<file path="config.mk">
export PLATFORM = sky130hd
export DESIGN_NAME = pid_sample_scheduler_flat
export DESIGN_NICKNAME = d
export VERILOG_FILES = /design/src/rtl/pid_sample_scheduler_if.sv /design/src/rtl/pid_sample_scheduler.sv /design/src/flat_wrapper.sv
export SDC_FILE = /design/constraint.sdc
export NUM_CORES = 1
export LEC_CHECK = 0
export CAP_MARGIN = 25
export CELL_PAD_IN_SITES_DETAIL_PLACEMENT = 0
export CELL_PAD_IN_SITES_GLOBAL_PLACEMENT = 1
export CORE_MARGIN = 4
export CORE_UTILIZATION = 38
export DETAILED_ROUTE_END_ITERATION = 16
export HOLD_SLACK_MARGIN = 0.12
export PLACE_DENSITY_LB_ADDON = 0.25
export SLEW_MARGIN = 0
export SYNTH_ARGS = -nofsm -noshare
export SYNTH_HDL_FRONTEND = slang
export SYNTH_SLANG_ARGS = --single-unit
</file>
<file path="constraint.sdc">
create_clock -name clk_i -period 2.3 [get_ports clk_i]
set_input_delay 0.69 -clock clk_i [delete_from_list [all_inputs] [get_ports clk_i]]
set_output_delay 0.69 -clock clk_i [all_outputs]
set_load 0.02 [all_outputs]
</file>
<file path="src/rtl/pid_sample_scheduler_if.sv">
// Coefficient staging/commit port between the config interface and the PID sample scheduler.
interface pid_sample_scheduler_if #(
  parameter int REG_BITWIDTH = 32
);
  logic                           cfg_valid;
  logic                           cfg_ready;
  logic [2:0]                     cfg_addr;
  logic signed [REG_BITWIDTH-1:0] cfg_data;
  logic                           cfg_commit;
  logic                           commit_pending;
  logic                           cfg_err;

  modport master (
    output cfg_valid, cfg_addr, cfg_data, cfg_commit,
    input  cfg_ready, commit_pending, cfg_err
  );

  modport slave (
    input  cfg_valid, cfg_addr, cfg_data, cfg_commit,
    output cfg_ready, commit_pending, cfg_err
  );
endinterface

</file>
<file path="src/rtl/pid_sample_scheduler.sv">
// PID core sequencer: periodic sample strobe, overrun counting and atomic
// staging->active commit of the five IIR coefficients while the core is idle.
module pid_sample_scheduler #(
  parameter int REG_BITWIDTH    = 32,
  parameter int PERIOD_BITWIDTH = 16,
  parameter int OVR_BITWIDTH    = 8
) (
  input  logic                           clk_i,
  input  logic                           rst_i,
  input  logic                           enable_i,
  input  logic [PERIOD_BITWIDTH-1:0]     period_i,
  input  logic                           busy_i,
  pid_sample_scheduler_if.slave          cfg,
  output logic                           clk_en_PID_o,
  output logic signed [REG_BITWIDTH-1:0] a1_reg_o,
  output logic signed [REG_BITWIDTH-1:0] a0_reg_o,
  output logic signed [REG_BITWIDTH-1:0] b0_reg_o,
  output logic signed [REG_BITWIDTH-1:0] b1_reg_o,
  output logic signed [REG_BITWIDTH-1:0] b2_reg_o,
  output logic [OVR_BITWIDTH-1:0]        overrun_cnt_o
);
  localparam int NUM_COEF = 5;

  typedef enum logic {ST_IDLE, ST_PEND} cstate_t;

  cstate_t                               state_q, state_d;
  logic [NUM_COEF-1:0][REG_BITWIDTH-1:0] stage_q, active_q;
  logic [PERIOD_BITWIDTH-1:0]            cnt_q;
  logic [OVR_BITWIDTH-1:0]               ovr_q;
  logic                                  strobe_q, ready_q, err_q;
  logic                                  tick, wr_en, apply;

  assign tick  = enable_i && (cnt_q == '0);
  assign wr_en = cfg.cfg_valid && ready_q;

  // Apply waits for an idle core and a low strobe so one evaluation sees one coefficient set.
  always_comb begin
    state_d = state_q;
    apply   = 1'b0;
    case (state_q)
      ST_IDLE: if (cfg.cfg_commit) state_d = ST_PEND;
      ST_PEND: if (!busy_i && !strobe_q) begin
        apply   = 1'b1;
        state_d = ST_IDLE;
      end
    endcase
  end

  always_ff @(posedge clk_i) begin
    if (rst_i) begin
      state_q  <= ST_IDLE;
      ready_q  <= 1'b1;
      err_q    <= 1'b0;
      cnt_q    <= period_i;
      strobe_q <= 1'b0;
      ovr_q    <= '0;
      stage_q  <= '0;
      active_q <= '0;
    end else begin
      state_q  <= state_d;
      ready_q  <= (state_d == ST_IDLE);
      strobe_q <= tick && !busy_i;
      if (!enable_i || cnt_q == '0) cnt_q <= period_i;
      else                          cnt_q <= cnt_q - PERIOD_BITWIDTH'(1);
      if (tick && busy_i && ovr_q != '1) ovr_q <= ovr_q + OVR_BITWIDTH'(1);
      if (wr_en && cfg.cfg_addr >= 3'(NUM_COEF)) err_q <= 1'b1;
      // Staging reads here see a same-cycle write one edge later, so write+commit includes it.
      for (int i = 0; i < NUM_COEF; i++) begin
        if (wr_en && cfg.cfg_addr == 3'(i)) stage_q[i] <= cfg.cfg_data;
        if (apply)                          active_q[i] <= stage_q[i];
      end
    end
  end

  assign cfg.cfg_ready      = ready_q;
  assign cfg.commit_pending = (state_q == ST_PEND);
  assign cfg.cfg_err        = err_q;
  assign clk_en_PID_o       = strobe_q;
  assign overrun_cnt_o      = ovr_q;
  assign a1_reg_o           = active_q[0];
  assign a0_reg_o           = active_q[1];
  assign b0_reg_o           = active_q[2];
  assign b1_reg_o           = active_q[3];
  assign b2_reg_o           = active_q[4];
endmodule

</file>
<file path="src/flat_wrapper.sv">
// flat-port wrapper written by rule: the top's interface ports become plain ports
module pid_sample_scheduler_flat 
#(
  parameter int REG_BITWIDTH    = 32,
  parameter int PERIOD_BITWIDTH = 16,
  parameter int OVR_BITWIDTH    = 8
)
  (clk_i, rst_i, enable_i, period_i, busy_i, clk_en_PID_o, a1_reg_o, a0_reg_o, b0_reg_o, b1_reg_o, b2_reg_o, overrun_cnt_o, cfg_cfg_valid, cfg_cfg_addr, cfg_cfg_data, cfg_cfg_commit, cfg_cfg_ready, cfg_commit_pending, cfg_cfg_err);
  pid_sample_scheduler_if #(.REG_BITWIDTH(REG_BITWIDTH)) cfg_i ();
  input  logic clk_i;
  input  logic rst_i;
  input  logic enable_i;
  input  logic [PERIOD_BITWIDTH-1:0] period_i;
  input  logic busy_i;
  output logic clk_en_PID_o;
  output logic signed [REG_BITWIDTH-1:0] a1_reg_o;
  output logic signed [REG_BITWIDTH-1:0] a0_reg_o;
  output logic signed [REG_BITWIDTH-1:0] b0_reg_o;
  output logic signed [REG_BITWIDTH-1:0] b1_reg_o;
  output logic signed [REG_BITWIDTH-1:0] b2_reg_o;
  output logic [OVR_BITWIDTH-1:0] overrun_cnt_o;
  input wire logic [$bits(cfg_i.cfg_valid)-1:0] cfg_cfg_valid;
  input wire logic [$bits(cfg_i.cfg_addr)-1:0] cfg_cfg_addr;
  input wire logic [$bits(cfg_i.cfg_data)-1:0] cfg_cfg_data;
  input wire logic [$bits(cfg_i.cfg_commit)-1:0] cfg_cfg_commit;
  output wire logic [$bits(cfg_i.cfg_ready)-1:0] cfg_cfg_ready;
  output wire logic [$bits(cfg_i.commit_pending)-1:0] cfg_commit_pending;
  output wire logic [$bits(cfg_i.cfg_err)-1:0] cfg_cfg_err;
  assign cfg_i.cfg_valid = cfg_cfg_valid;
  assign cfg_i.cfg_addr = cfg_cfg_addr;
  assign cfg_i.cfg_data = cfg_cfg_data;
  assign cfg_i.cfg_commit = cfg_cfg_commit;
  assign cfg_cfg_ready = cfg_i.cfg_ready;
  assign cfg_commit_pending = cfg_i.commit_pending;
  assign cfg_cfg_err = cfg_i.cfg_err;
  pid_sample_scheduler #(.REG_BITWIDTH(REG_BITWIDTH), .PERIOD_BITWIDTH(PERIOD_BITWIDTH), .OVR_BITWIDTH(OVR_BITWIDTH)) u_core (.clk_i(clk_i), .rst_i(rst_i), .enable_i(enable_i), .period_i(period_i), .busy_i(busy_i), .cfg(cfg_i), .clk_en_PID_o(clk_en_PID_o), .a1_reg_o(a1_reg_o), .a0_reg_o(a0_reg_o), .b0_reg_o(b0_reg_o), .b1_reg_o(b1_reg_o), .b2_reg_o(b2_reg_o), .overrun_cnt_o(overrun_cnt_o));
endmodule
</file>
== Word-level counts from Yosys, hierarchy flattened ==
Cells that the tools add are included.

* Bits in registers: 348
* Latch bits: 0
* Memory bits (writable): 0
* ROM bits: 0
* Bits of input ports: 57
* Output and inout bits: 172
* Word-level logic and storage cells: 51
* Memories: 0

* $add $sub $neg: 2
* Multiply operators: 0
* Divide/modulo/power cells: 0
* Magnitude comparators: 1
* Equality and inequality tests: 5
* Shift operators: 0
* Mux-type cells: 7
* Bitwise operators: 2
* Reduce and logical (&&, ||, !) cells: 18

{| class="wikitable"
|+ Operators by type and width
! cell !! number
|-
| $mux 16 || 2
|-
| $logic_not 16->1 || 1
|-
| $sub 16x1->16 const B || 1
|-
| $logic_and 1x1->1 || 12
|-
| $add 8x1->8 const B || 1
|-
| $ne 8x8->1 const B || 1
|-
| $eq 3x2->1 const B || 2
|-
| $mux 1 || 4
|-
| $eq 3x1->1 const B || 1
|-
| $eq 3x3->1 const B || 1
|-
| $ge 3x3->1 const B || 1
|-
| $logic_not 1->1 || 3
|-
| $logic_not 3->1 || 1
|-
| $not 1->1 || 2
|-
| $pmux 1 s2 || 1
|-
| $logic_or 1x1->1 || 1
|}

== Longest topological paths before layout ==
* Depth in word-level cells: 5
* Depth in mapped cells: 8
* Gate-level depth less buffers: 7

== Least setup slack after synthesis ==
No wires, ideal clock.

* Path kind: input-to-reg
* From: input port cfg_cfg_addr[2]
* To: register u_core.stage_q[65] (netlist name)
* Setup time: 132 ps
* Arrival time: 1,843 ps
* Data required time: 2,168 ps
* Slack: 324 ps
* Cell stages on the path: 8
* Path buffers: 3
* Path through: and3b_1 clkbuf_1 nand2_1 or2_2 clkbuf_1 clkbuf_1 nand2_1 a21oi_1

* Word-level cells in the longest chain between the ends: 2

{| class="wikitable"
|+ Ends and longest elaborated chain
! what !! RTL line !! text
|-
| start, declared || flat_wrapper.sv:23 || <nowiki>input wire logic [$bits(cfg_i.cfg_addr)-1:0] cfg_cfg_addr;</nowiki>
|-
| $eq 3x2->1 || pid_sample_scheduler.sv:69 || <nowiki>if (wr_en && cfg.cfg_addr == 3'(i)) stage_q[i] <= cfg.cfg_data;</nowiki>
|-
| $logic_and 1x1->1 || pid_sample_scheduler.sv:69 ||
|-
| end signal, assigned by index || pid_sample_scheduler.sv:69 ||
|-
| end, declared || pid_sample_scheduler.sv:27 || <nowiki>logic [NUM_COEF-1:0][REG_BITWIDTH-1:0] stage_q, active_q;</nowiki>
|}

No other way between the ends.
A chain may end at the register's enable or synchronous reset.

== Worst setup path in the final report ==
* From: register u_core.ovr_q[6], in the netlist u_core.overrun_cnt_o[6]
* To: output port overrun_cnt_o[6]

{| class="wikitable"
|+ RTL lines
! what !! RTL line !! text
|-
| start, declared || pid_sample_scheduler.sv:29 || <nowiki>logic [OVR_BITWIDTH-1:0] ovr_q;</nowiki>
|-
| start signal, assigned || pid_sample_scheduler.sv:65 || <nowiki>if (tick && busy_i && ovr_q != '1) ovr_q <= ovr_q + OVR_BITWIDTH'(1);</nowiki>
|-
| end, declared || flat_wrapper.sv:21 || <nowiki>output logic [OVR_BITWIDTH-1:0] overrun_cnt_o;</nowiki>
|}

No word-level cell between the ends.

==> results.py <==
metrics = {
    "outcome": {
        "status": "completed",
    },
    "floorplanning": {
        "dieArea_mm2": 0.0351,
        "start_util_pct": 38.6,
        "ios": 229,
        "die_w_um": 187,
        "core.rowCount": 65,
        "dieHeight_um": 187,
        "core_mm2": 0.0316,
    },
    "hold_path": {
        "min-delay-path-class": "reg2reg",
    },
    "drt": {
        "via_count": 10900,
        "dr.pass1.iters": 5,
        "first_iter_violations": 735,
        "ant_nets": 0,
        "drc": 0,
        "finalWirelength_um": 36700,
        "wl_per_cell_um": 16.8,
        "routed_via_density": 4.98,
    },
    "logic_synthesis": {
        "synth_fp_nets": 1610,
        "yosysTopAreaCell": "dfxtp_1",
        "synth-simple-area-share_pct": 23.5,
        "synth_top_area_share_pct": 57.0,
        "ys_seq_elements": 348,
        "synthXorXnorAreaFrac_pct": 1.08,
        "synth-edff-count": 0,
        "synthMuxAreaShare_pct": 0.277,
        "ys_seq_area_share_pct": 57.0,
        "synth_compound_area_share_pct": 14.3,
        "synth_warnings": 0,
        "synth_area_per_cell_um2": 7.87,
        "synth_fa_ha_area_share_pct": 0.205,
        "synthArstFlopShare_pct": 0,
        "syn_inst": 1551,
        "synth_area_mm2": 0.0122,
        "yosysUniqueCellTypes": 40,
        "ys_top_cells_by_area": "dfxtp_1, nand2_1, a21oi_1",
        "ys.flop_type": "dfxtp_1",
        "synth_top_family_by_area": "simple AND/OR/NAND/NOR gates",
    },
    "worst_setup_path": {
        "cp_slowest_cell": "clkdlybuf4s50_1",
        "crit_buf_inv": 1,
        "cp.required_ps": 1610,
        "cpPeakStageDelay_ps": 640,
        "path_class": "reg2out",
        "setup.worst_path.end_class": "primary output",
        "critPathArrivalTime_ps": 1560,
        "start_kind": "register",
        "cp_max_fo": 4,
        "path_cells": "clkdlybuf4s50_1",
        "crit_family": "buffers and inverters",
    },
    "grt": {
        "grt.overflow.total": 0,
        "grt_pass1_vias": 10500,
        "antenna_found_initial": 0,
        "gr-usage-all-layers_pct": 20.3,
        "grt_max_degree": 85,
        "grt_pass1_wl_um": 57600,
    },
    "power_and_ir_drop": {
        "power_mw": 13.4,
        "p_leak_nw": 5.63,
        "p_per_area_mw_per_mm2": 810,
        "ir_worst_vdd_mv": 0.541,
    },
    "place": {
        "gp_congestion": 0.786,
        "portBuffers": 228,
        "place_hpwl_um": 24300,
        "dp_slack_ps": -71.5,
    },
    "sta": {
        "fin_hold_ws_ps": 451,
        "period_minus_slack_ps": 2250,
        "fin_setup_tns_ps": 0,
        "hold_viol_final": 0,
        "tightest_slew_ps": 576,
        "max_slew_margin_pct": 61.6,
        "setup_ws_ps": 52.2,
        "rsz0062_at_grt": "no",
        "fin_skew_ps": 6.34,
        "maxSlewViolCount": 0,
        "fmax_mhz": 445,
        "setup_violations": 0,
        "period_share_pct": 97.7,
    },
    "cells_and_area": {
        "layout-drive-gt1-share_pct": 6.86,
        "finalNetCount": 1811,
        "diodes": 0,
        "syn2layout_area_growth_pct": 35.4,
    },
    "clocking": {
        "hold_buffers": 0,
        "cts_sinks": 348,
        "cts_buffers": 39,
        "h-tree-depth": 2,
        "cts_tree": "done",
        "post_cts_buffers": 0,
        "cts_buffer_depth": 3,
        "insertion_delay_ps": 510,
        "clock-root-buffer": "clkbuf_16",
        "clk_pin_slew_ps": 60,
    },
    "job": {
        "maxCapViolCount": 0,
    },
}
[final cells by class]
type	count	area (um2)
multi-input cells	1088	4830
flip-flops and latches	348	6970
repair buffers	272	2860
clock inverters	9	145
fillers	3053	15100
inverters	3	11.3
well taps	402	503
clock buffers	58	1220
[path summary, 6_finish.rpt]
| path | start | cells after the start | to | slack, ps |
|---|---|---|---|---|
| worst max-delay path | u_core.overrun_cnt_o[6] | 1 | overrun_cnt_o[6] | 50 |
| worst min-delay path | u_core.a0_reg_o[24] | 2 | u_core.a0_reg_o[24] | 450 |
| worst max register to register | u_core.cnt_q[0] | 7 | u_core.cnt_q[14] | 320 |
| worst min register to register | u_core.a0_reg_o[24] | 2 | u_core.a0_reg_o[24] | 450 |
[stage by stage]
stage / std cells / utilization (%) / instance area [um2]
3_5_place_dp: 2113 / 47.9 / 15200
3_3_place_gp: 2113 / 47.9 / 15200
2_1_floorplan: 1551 / - / 12200
4_1_cts: 2180 / 52.2 / 16500
5_1_grt: 2180 / 52.3 / 16500
6_report: 2180 / 52.3 / 16500
[logic make-up after synthesis]
logic type,count (synthesis)
buffers and inverters,115
AOI/OAI and AO/OA,345
and+or+nand+nor,723
adders and majority gates,2
muxes,3
DFF,348
xor gates and xnor gates,15
[what timing repair did]
item | 4_1_cts | 5_1_grt
setup endpoints to repair | 2 | 2
resized for setup | 2 | 2
endpoints found under the hold margin | 0 | 0
[where the power goes]
group / internal (mW) / switching, mW / leakage, nW
registers: 6.12 / 0.0652 / 2.81
clock network: 4.09 / 2.38 / 0.680
logic: 0.265 / 0.457 / 2.13
total: 10.5 / 2.90 / 5.63
[registers in the layout (all words and copies together) (netlist names)]
name,count
u_core.stage_q,160
u_core.a0_reg_o,32
u_core.a1_reg_o,32
u_core.b0_reg_o,32
u_core.b1_reg_o,32
u_core.b2_reg_o,32
u_core.cnt_q,16
u_core.overrun_cnt_o,8
u_core.cfg.cfg_err,1
u_core.cfg.cfg_ready,1
u_core.cfg.commit_pending,1
u_core.clk_en_PID_o,1
[layout by cell type (no fill, tap or decap), types with 4 or more instances in the layout]
| cell type | n |
|---|---|
| dfxtp_1 | 348 |
| a21oi_1 | 324 |
| nor2_1 | 18 |
| bufinv_16 | 4 |
| buf_4 | 25 |
| xor2_1 | 4 |
| xnor2_1 | 11 |
| clkdlybuf4s50_1 | 223 |
| clkinv_2 | 5 |
| nand3_1 | 4 |
| clkbuf_8 | 13 |
| clkbuf_1 | 4 |
| clkbuf_16 | 41 |
| nor3_1 | 6 |
| o21ai_0 | 13 |
| nand2_1 | 662 |
| buf_12 | 19 |
[cell usage after synthesis, drive strengths merged (7+ instances only)]
master / number
nand2: 663
dfxtp: 348
a21oi: 324
clkbuf: 108
nor2: 20
o21ai: 15
xnor2: 11
nor3: 7
[per-layer routing]
metal | track usage (%) | wire length (um) | vias to the layer above
met5 | 0 | 0 | -
met2 | 33.9 | 17300 | 284
li1 | - | - | 5407
met3 | 4.27 | 2210 | 53
met1 | 26.6 | 16400 | 5108
met4 | 5.80 | 848 | 0
Note: power is estimated with default switching activity, not from simulation.
